--- src/rtl/muldiv_pkg.sv ---
// ---------------------------------------------------------------------------
// muldiv_pkg
// Shared definitions for the iterative RV32M multiply/divide unit:
//   - funct3 encodings of the eight M-extension operations
//   - FSM state encoding
//   - divider iteration count
//   - small helper for taking operand magnitudes
// ---------------------------------------------------------------------------
package muldiv_pkg;

  localparam logic [2:0] F3_MUL    = 3'b000;
  localparam logic [2:0] F3_MULH   = 3'b001;
  localparam logic [2:0] F3_MULHSU = 3'b010;
  localparam logic [2:0] F3_MULHU  = 3'b011;
  localparam logic [2:0] F3_DIV    = 3'b100;
  localparam logic [2:0] F3_DIVU   = 3'b101;
  localparam logic [2:0] F3_REM    = 3'b110;
  localparam logic [2:0] F3_REMU   = 3'b111;

  // One quotient bit per cycle, so one cycle per result bit.
  localparam int         DIV_CYCLES = 32;
  localparam logic [4:0] DIV_LAST   = 5'(DIV_CYCLES - 1);

  typedef enum logic [1:0] {
    ST_IDLE = 2'd0,
    ST_MUL  = 2'd1,
    ST_DIV  = 2'd2,
    ST_DONE = 2'd3
  } state_t;

  // Magnitude of a value when it is to be treated as signed. The most
  // negative value maps onto itself, which is its correct unsigned magnitude.
  function automatic logic [31:0] magnitude(input logic [31:0] value,
                                            input logic        is_signed);
    return (is_signed && value[31]) ? (32'd0 - value) : value;
  endfunction

endpackage

--- src/rtl/muldiv_unit_div_core.sv ---
// ---------------------------------------------------------------------------
// div_core
// Unsigned restoring divider producing one quotient bit per clock. The
// caller hands it operand magnitudes; signs are handled outside.
//
// Ports:
//   clk          in   clock
//   rst          in   synchronous active-high reset
//   i_load       in   capture dividend/divisor and begin iterating
//   i_abort      in   drop the current division (flush)
//   i_dividend   in   32-bit unsigned dividend
//   i_divisor    in   32-bit unsigned divisor (never zero when loaded)
//   o_busy       out  an iteration runs this cycle
//   o_done       out  this cycle's iteration is the last one
//   o_quotient   out  quotient after this cycle's iteration (final when o_done)
//   o_remainder  out  remainder after this cycle's iteration (final when o_done)
// ---------------------------------------------------------------------------
module div_core
  import muldiv_pkg::*;
(
  input  logic        clk,
  input  logic        rst,
  input  logic        i_load,
  input  logic        i_abort,
  input  logic [31:0] i_dividend,
  input  logic [31:0] i_divisor,
  output logic        o_busy,
  output logic        o_done,
  output logic [31:0] o_quotient,
  output logic [31:0] o_remainder
);

  logic [31:0] r_rem;
  logic [31:0] r_quo;
  logic [31:0] r_divisor;
  logic [4:0]  r_count;
  logic        r_busy;

  logic [32:0] w_shift;
  logic [32:0] w_diff;
  logic        w_fits;
  logic [31:0] w_rem_next;
  logic [31:0] w_quo_next;

  // One restoring step. The quotient register doubles as the dividend shift
  // register: its MSB feeds the partial remainder while the new quotient
  // bit enters at the LSB. The partial remainder is always below the
  // divisor, so 33 bits hold the shifted value without overflow.
  assign w_shift    = {r_rem, r_quo[31]};
  assign w_diff     = w_shift - {1'b0, r_divisor};
  assign w_fits     = ~w_diff[32];
  assign w_rem_next = w_fits ? w_diff[31:0] : w_shift[31:0];
  assign w_quo_next = {r_quo[30:0], w_fits};

  assign o_busy      = r_busy;
  assign o_done      = r_busy && (r_count == DIV_LAST);
  assign o_quotient  = w_quo_next;
  assign o_remainder = w_rem_next;

  // Iteration registers. Abort only stops the sequence; the data registers
  // are left alone because nothing reads them while idle.
  always_ff @(posedge clk) begin
    if (rst) begin
      r_rem     <= 32'd0;
      r_quo     <= 32'd0;
      r_divisor <= 32'd0;
      r_count   <= 5'd0;
      r_busy    <= 1'b0;
    end else if (i_abort) begin
      r_count <= 5'd0;
      r_busy  <= 1'b0;
    end else if (i_load) begin
      r_rem     <= 32'd0;
      r_quo     <= i_dividend;
      r_divisor <= i_divisor;
      r_count   <= 5'd0;
      r_busy    <= 1'b1;
    end else if (r_busy) begin
      r_rem <= w_rem_next;
      r_quo <= w_quo_next;
      if (o_done) begin
        r_busy  <= 1'b0;
        r_count <= 5'd0;
      end else begin
        r_count <= r_count + 5'd1;
      end
    end
  end

endmodule

--- src/rtl/muldiv_unit.sv ---
// ---------------------------------------------------------------------------
// muldiv_unit
// Iterative RV32M multiply/divide unit living in EX. Multiplies take one
// compute cycle, divides take 32, divide-by-zero and signed overflow are
// answered immediately. While computing it requests a pipeline stall; a
// branch flush (kill) or reset abandons the operation without touching
// the result register.
//
// Ports:
//   clk           in   pipeline clock
//   rst           in   synchronous active-high reset
//   start         in   ID/EX holds a valid M-op (level, held while stalled)
//   funct3        in   M-op select (MUL..REMU)
//   op_a          in   rs1 value
//   op_b          in   rs2 value
//   kill          in   flush of ID/EX, aborts any operation
//   stall_req     out  hold PC, IF/ID and ID/EX this cycle
//   result        out  registered result, held until replaced
//   result_valid  out  one-cycle pulse in the DONE cycle
// ---------------------------------------------------------------------------
module muldiv_unit
  import muldiv_pkg::*;
#(
  parameter int XLEN = 32
) (
  input  logic            clk,
  input  logic            rst,
  input  logic            start,
  input  logic [2:0]      funct3,
  input  logic [XLEN-1:0] op_a,
  input  logic [XLEN-1:0] op_b,
  input  logic            kill,
  output logic            stall_req,
  output logic [XLEN-1:0] result,
  output logic            result_valid
);

  state_t      r_state;
  state_t      w_next_state;
  logic [2:0]  r_funct3;
  logic [31:0] r_a;
  logic [31:0] r_b;
  logic [31:0] r_result;
  logic        r_valid;

  logic        w_accept;
  logic        w_load_result;
  logic [31:0] w_result_d;

  // Special-case detection on the incoming operands, so these ops can
  // finish straight out of IDLE.
  logic        w_in_div0;
  logic        w_in_ovf;
  logic        w_in_special;
  logic [31:0] w_special_result;

  logic [63:0] w_mul_a;
  logic [63:0] w_mul_b;
  logic [63:0] w_product;
  logic [31:0] w_mul_result;

  logic        w_div_load;
  logic        w_div_busy;
  logic        w_div_done;
  logic [31:0] w_div_quo;
  logic [31:0] w_div_rem;
  logic        w_neg_quo;
  logic        w_neg_rem;
  logic [31:0] w_div_result;

  assign w_accept = (r_state == ST_IDLE) && start && !kill;

  // funct3[2] marks a divide, funct3[1] a remainder, funct3[0] unsigned.
  assign w_in_div0    = (op_b == 32'd0);
  assign w_in_ovf     = !funct3[0] && (op_a == 32'h8000_0000) && (&op_b);
  assign w_in_special = funct3[2] && (w_in_div0 || w_in_ovf);

  // x/0 gives all ones or the dividend; overflow gives the dividend
  // (0x80000000) as quotient and zero remainder.
  always_comb begin
    w_special_result = 32'd0;
    if (w_in_div0) begin
      w_special_result = funct3[1] ? op_a : 32'hFFFF_FFFF;
    end else begin
      w_special_result = funct3[1] ? 32'd0 : 32'h8000_0000;
    end
  end

  // Multiplier on latched operands. Operands are sign- or zero-extended to
  // 64 bits so a plain 64-bit multiply gives the correct low 64 bits of the
  // product for every signedness mix. rs1 is signed except for MULHU, rs2
  // is signed only for MUL/MULH.
  assign w_mul_a = {{32{(r_funct3 != F3_MULHU) & r_a[31]}}, r_a};
  assign w_mul_b = {{32{~r_funct3[1] & r_b[31]}}, r_b};
  assign w_product    = w_mul_a * w_mul_b;
  assign w_mul_result = (r_funct3 == F3_MUL) ? w_product[31:0] : w_product[63:32];

  // The divider always works on magnitudes; signed ops take absolute values.
  assign w_div_load = w_accept && funct3[2] && !w_in_special;

  div_core u_div_core (
    .clk         (clk),
    .rst         (rst),
    .i_load      (w_div_load),
    .i_abort     (kill),
    .i_dividend  (magnitude(op_a, !funct3[0])),
    .i_divisor   (magnitude(op_b, !funct3[0])),
    .o_busy      (w_div_busy),
    .o_done      (w_div_done),
    .o_quotient  (w_div_quo),
    .o_remainder (w_div_rem)
  );

  // Sign fixup on exit: quotient negative when operand signs differ,
  // remainder follows the dividend's sign.
  assign w_neg_quo    = !r_funct3[0] && (r_a[31] ^ r_b[31]);
  assign w_neg_rem    = !r_funct3[0] && r_a[31];
  assign w_div_result = r_funct3[1] ?
                        (w_neg_rem ? (32'd0 - w_div_rem) : w_div_rem) :
                        (w_neg_quo ? (32'd0 - w_div_quo) : w_div_quo);

  // Next-state and result-load logic. Kill overrides everything: back to
  // IDLE and the result register is left as it was.
  always_comb begin
    w_next_state  = r_state;
    w_load_result = 1'b0;
    w_result_d    = r_result;
    case (r_state)
      ST_IDLE: begin
        if (w_accept) begin
          if (!funct3[2]) begin
            w_next_state = ST_MUL;
          end else if (w_in_special) begin
            w_next_state  = ST_DONE;
            w_load_result = 1'b1;
            w_result_d    = w_special_result;
          end else begin
            w_next_state = ST_DIV;
          end
        end
      end
      ST_MUL: begin
        w_next_state  = ST_DONE;
        w_load_result = 1'b1;
        w_result_d    = w_mul_result;
      end
      ST_DIV: begin
        if (w_div_done) begin
          w_next_state  = ST_DONE;
          w_load_result = 1'b1;
          w_result_d    = w_div_result;
        end else if (!w_div_busy) begin
          // The divider should never go idle here on its own; recover
          // rather than stall the pipeline forever.
          w_next_state = ST_IDLE;
        end
      end
      ST_DONE: begin
        w_next_state = ST_IDLE;
      end
      default: begin
        w_next_state = ST_IDLE;
      end
    endcase
    if (kill) begin
      w_next_state  = ST_IDLE;
      w_load_result = 1'b0;
      w_result_d    = r_result;
    end
  end

  // State, operand latches and registered outputs. result_valid is high
  // exactly for the cycle spent in DONE.
  always_ff @(posedge clk) begin
    if (rst) begin
      r_state  <= ST_IDLE;
      r_funct3 <= 3'd0;
      r_a      <= 32'd0;
      r_b      <= 32'd0;
      r_result <= 32'd0;
      r_valid  <= 1'b0;
    end else begin
      r_state <= w_next_state;
      r_valid <= (w_next_state == ST_DONE);
      if (w_load_result) begin
        r_result <= w_result_d;
      end
      if (w_accept) begin
        r_funct3 <= funct3;
        r_a      <= op_a;
        r_b      <= op_b;
      end
    end
  end

  // Stall while the op is accepted or computing; DONE lets it retire.
  assign stall_req = !kill && !rst &&
                     (((r_state == ST_IDLE) && start) ||
                      (r_state == ST_MUL) || (r_state == ST_DIV));

  assign result       = r_result;
  assign result_valid = r_valid;

endmodule

--- config.mk ---
export PLATFORM = sky130hd
export DESIGN_NAME = muldiv_unit
export DESIGN_NICKNAME = d
export VERILOG_FILES = /design/src/rtl/muldiv_pkg.sv /design/src/rtl/muldiv_unit_div_core.sv /design/src/rtl/muldiv_unit.sv
export SDC_FILE = /design/constraint.sdc
export NUM_CORES = 2
export LEC_CHECK = 0
export BUFFER_PORTS_ARGS = -buffer_cell sky130_fd_sc_hd__buf_2
export CAP_MARGIN = 40
export CORE_MARGIN = 1.5
export CORE_UTILIZATION = 45
export CTS_BUF_LIST = sky130_fd_sc_hd__clkbuf_2
export CTS_CLUSTER_DIAMETER = 50
export DETAILED_ROUTE_END_ITERATION = 8
export PLACE_DENSITY = 0.59
export SLEW_MARGIN = 25
export SYNTH_ARGS = -nofsm -noshare
export SYNTH_HDL_FRONTEND = slang
export SYNTH_SLANG_ARGS = --single-unit
export TNS_END_PERCENT = 30
--- constraint.sdc ---
create_clock -name clk -period 10.1 [get_ports clk]
set_clock_uncertainty 0.1 [all_clocks]
set_input_delay 1.515 -clock clk [delete_from_list [all_inputs] [get_ports clk]]
set_output_delay 1.515 -clock clk [all_outputs]
set_load 0.1 [all_outputs]
==> results_dict.tcl <==
set metrics [dict create \
    outcome "completed" \
    cts_setup_buffers 0 \
    synth_top_area_frac 0.433 \
    io_buffer_count 104 \
    relSlewSlack 0.361 \
    cts_hold_buf 0 \
    async_reset_ff_frac 0 \
    rows 124 \
    synth_mux_area_frac 0.00562 \
    wl_um 167000 \
    end_kind "flip-flop" \
    yosys.area_share.simple 0.174 \
    tightest_slew_ns 0.950 \
    powerDensity_mw_per_mm2 67.4 \
    synth_top_family_by_area "adder cells" \
    ant_nets 0 \
    p_int_mw 1.82 \
    ir_drop_mv 0.0835 \
    first_global_vias 43600 \
    reg2reg_slack_ns 0.72 \
    synthFlopType "dfxtp_1" \
    net-switching-power_mw 1.89 \
    fin_nets 7560 \
    hold_violations 0 \
    vias 42400 \
    path_buf_inv 6 \
    tns_ns 0 \
    cts_tree "built" \
    antenna_found_initial 9 \
    die_w_um 343 \
    drv_slew 0 \
    drt_iter0_markers 3427 \
    synth_xor_area_frac 0.0319 \
    max_freq_ghz 0.107 \
    dp_hpwl_um 138000 \
    switching_share 0.509 \
    grt_max_degree 79 \
    maxCapViolCount 0 \
    multi_input_area_sq_mm 0.0423 \
    cpPeakStageDelay_ns 0.80 \
    period_minus_slack_ns 9.38 \
    core_sq_mm 0.115 \
    synthAdderAreaFrac 0.494 \
    period_share 0.929 \
    setup-violations-final 0 \
    clock_power_share 0.206 \
    die_y_um 343 \
    place.gp.congestion 0.974 \
    path_clk_slew_ns 0.10 \
    synth_edf_count 0 \
    postSynthAreaPerCell_sq_um 8.47 \
    layout-drive-gt1-share 0.0669 \
    vias_per_cell 5.53 \
    htree_levels 2 \
    dieArea_sq_mm 0.118 \
    comb_power_share 0.555 \
    fin_ws_ns 0.718 \
    sequentialPowerShare 0.238 \
    crit_required_ns 10.95 \
    critical_path_class "reg2reg" \
    synthDistinctLibCells 94 \
    grt_pass1_wl_um 264000 \
    cp_common_cell "fa_1" \
    grtUsageTotal 0.293 \
    slowest_stage "dfxtp_1" \
    cts_inserted_buffers 61 \
    synth_area_sq_mm 0.0521 \
    drc 0 \
    yosys-top-cells-area "fa_1, inv_1, dfxtp_1" \
    clock_latency_ns 1.16 \
    hold_class "reg2reg" \
    io_pins 105 \
    synthCells 6147 \
    yosysSeqAreaShare 0.0784 \
    wl_per_cell_um 21.8 \
    clockBufferDepth 3 \
    yosysTopAreaCell "fa_1" \
    start_util 0.455 \
    synth_compound_area_frac 0.105 \
    dpl_worst_slack_ns 0.782 \
    yosys_warnings 0 \
    start_kind "flip-flop" \
    cp_top_family "adder cells" \
    p_leak_nw 26.5 \
    cts.sinks 204 \
    post_cts_resize_count 0 \
    synth.net_count 7600 \
    cts_root_buf "clkbuf_2" \
    first_pass_iters 7 \
    gr-total-overflow 0 \
    critPathMaxFanout 15 \
    register_area_sq_mm 0.00409 \
    ys_ff_latch 204 \
    critical_path_arrival_ns 10.23 \
    area_delta_synth_final_pct 5.72 \
    fillers 11400 \
    grt_setup_unrepaired "no" \
]
[worst min-delay path, cell delays in order, from the launching register on]
cell     delay (ns)
dfxtp_1        0.33
nand2_1        0.05
a21oi_1        0.05
[layout make-up]
| type | count | share of cell area |
|---|---|---|
| clock inverter | 30 | 0.00395 |
| sequential | 204 | 0.0742 |
| timing repair buffer | 254 | 0.0327 |
| inverter | 1167 | 0.0795 |
| clock buffer | 81 | 0.00736 |
| multi-input combinational | 4419 | 0.768 |
| antenna | 2 | 0.0000909 |
| tap | 1512 | 0.0344 |
[cells in the final DEF, fill, tap and decap left out, types with 104 or more instances in the layout]
master,count
inv_1,1165
fa_1,1126
nand2_1,1021
and2_1,375
nor2_1,282
a21oi_1,282
ha_1,256
dfxtp_1,203
o21ai_0,162
buf_4,129
xnor2_1,114
buf_2,104
[worst paths after layout]
| check | cells after the start | from | end |
|---|---|---|---|
| setup / recovery | 27 | r_b[4]$_SDFFE_PP0P_ | result[30]$_SDFFE_PP0P_ |
| hold / removal | 2 | r_b[27]$_SDFFE_PP0P_ | r_b[27]$_SDFFE_PP0P_ |
| setup reg to reg | 27 | r_b[4]$_SDFFE_PP0P_ | result[30]$_SDFFE_PP0P_ |
| hold reg to reg | 2 | r_b[27]$_SDFFE_PP0P_ | r_b[27]$_SDFFE_PP0P_ |
[routing by layer]
metal,global-route usage,wire (um)
met5,0,13
met4,0.0924,5850
met3,0.0435,12800
met2,0.453,74900
met1,0.423,73700
[power by group through the flow]
| stage | sequential (mW) | combinational (mW) | clock [mW] |
|---|---|---|---|
| finish | 0.883 | 2.06 | 0.766 |
| floorplan | 0.868 | 1.34 | 0 |
| CTS | 0.883 | 2.04 | 0.775 |
| global route | 0.886 | 2.25 | 0.813 |
| global placement | 0.913 | 2.00 | 0 |
| detailed placement | 0.901 | 2.02 | 0 |
[synth_stat cells, types with 38 or more instances]
cell / number
or3_1: 38
clkbuf_1: 329
xnor2_1: 114
nor2_1: 285
fa_1: 1126
a21oi_1: 282
and2_1: 375
o21ai_0: 162
nor3_1: 45
nand2_1: 1021
a211oi_1: 83
xor2_1: 76
a21o_1: 41
ha_1: 256
inv_1: 1165
dfxtp_1: 204
[sequential cells by signal, summed over array words and instances (netlist names)]
name and flops:
r_a 32, r_b 32, result 32, u_div_core.r_divisor 32, u_div_core.r_quo 32, u_div_core.r_rem 32
u_div_core.r_count 5, r_funct3 3, r_state 2, result_valid 1, u_div_core.o_busy 1
[kinds of logic (layout without fill, tap and decap cells)]
logic type | Yosys count | after routing
mux | 29 | 29
xor+xnor | 190 | 190
other cells | 0 | 2
fa+ha+maj | 1382 | 1382
flops | 204 | 204
buf+inv | 1524 | 1532
compound gates | 847 | 847
simple gates | 1971 | 1971
[stage by stage]
| step | std cells | hold slack, ns | power (mW) | cell area (sq um) | util |
|---|---|---|---|---|---|
| after floorplan | 6147 | 0.332 | 2.21 | 52100 | - |
| after global placement | 7535 | 0.334 | 2.91 | 54200 | 0.473 |
| after CTS | 7666 | 0.364 | 3.70 | 55000 | 0.481 |
| final | 7669 | 0.367 | 3.71 | 55100 | 0.481 |
| after global routing | 7669 | 0.394 | 3.95 | 55100 | 0.481 |
| after detailed placement | 7555 | 0.350 | 2.92 | 54400 | 0.475 |
Power figures use the tool's default switching activity.
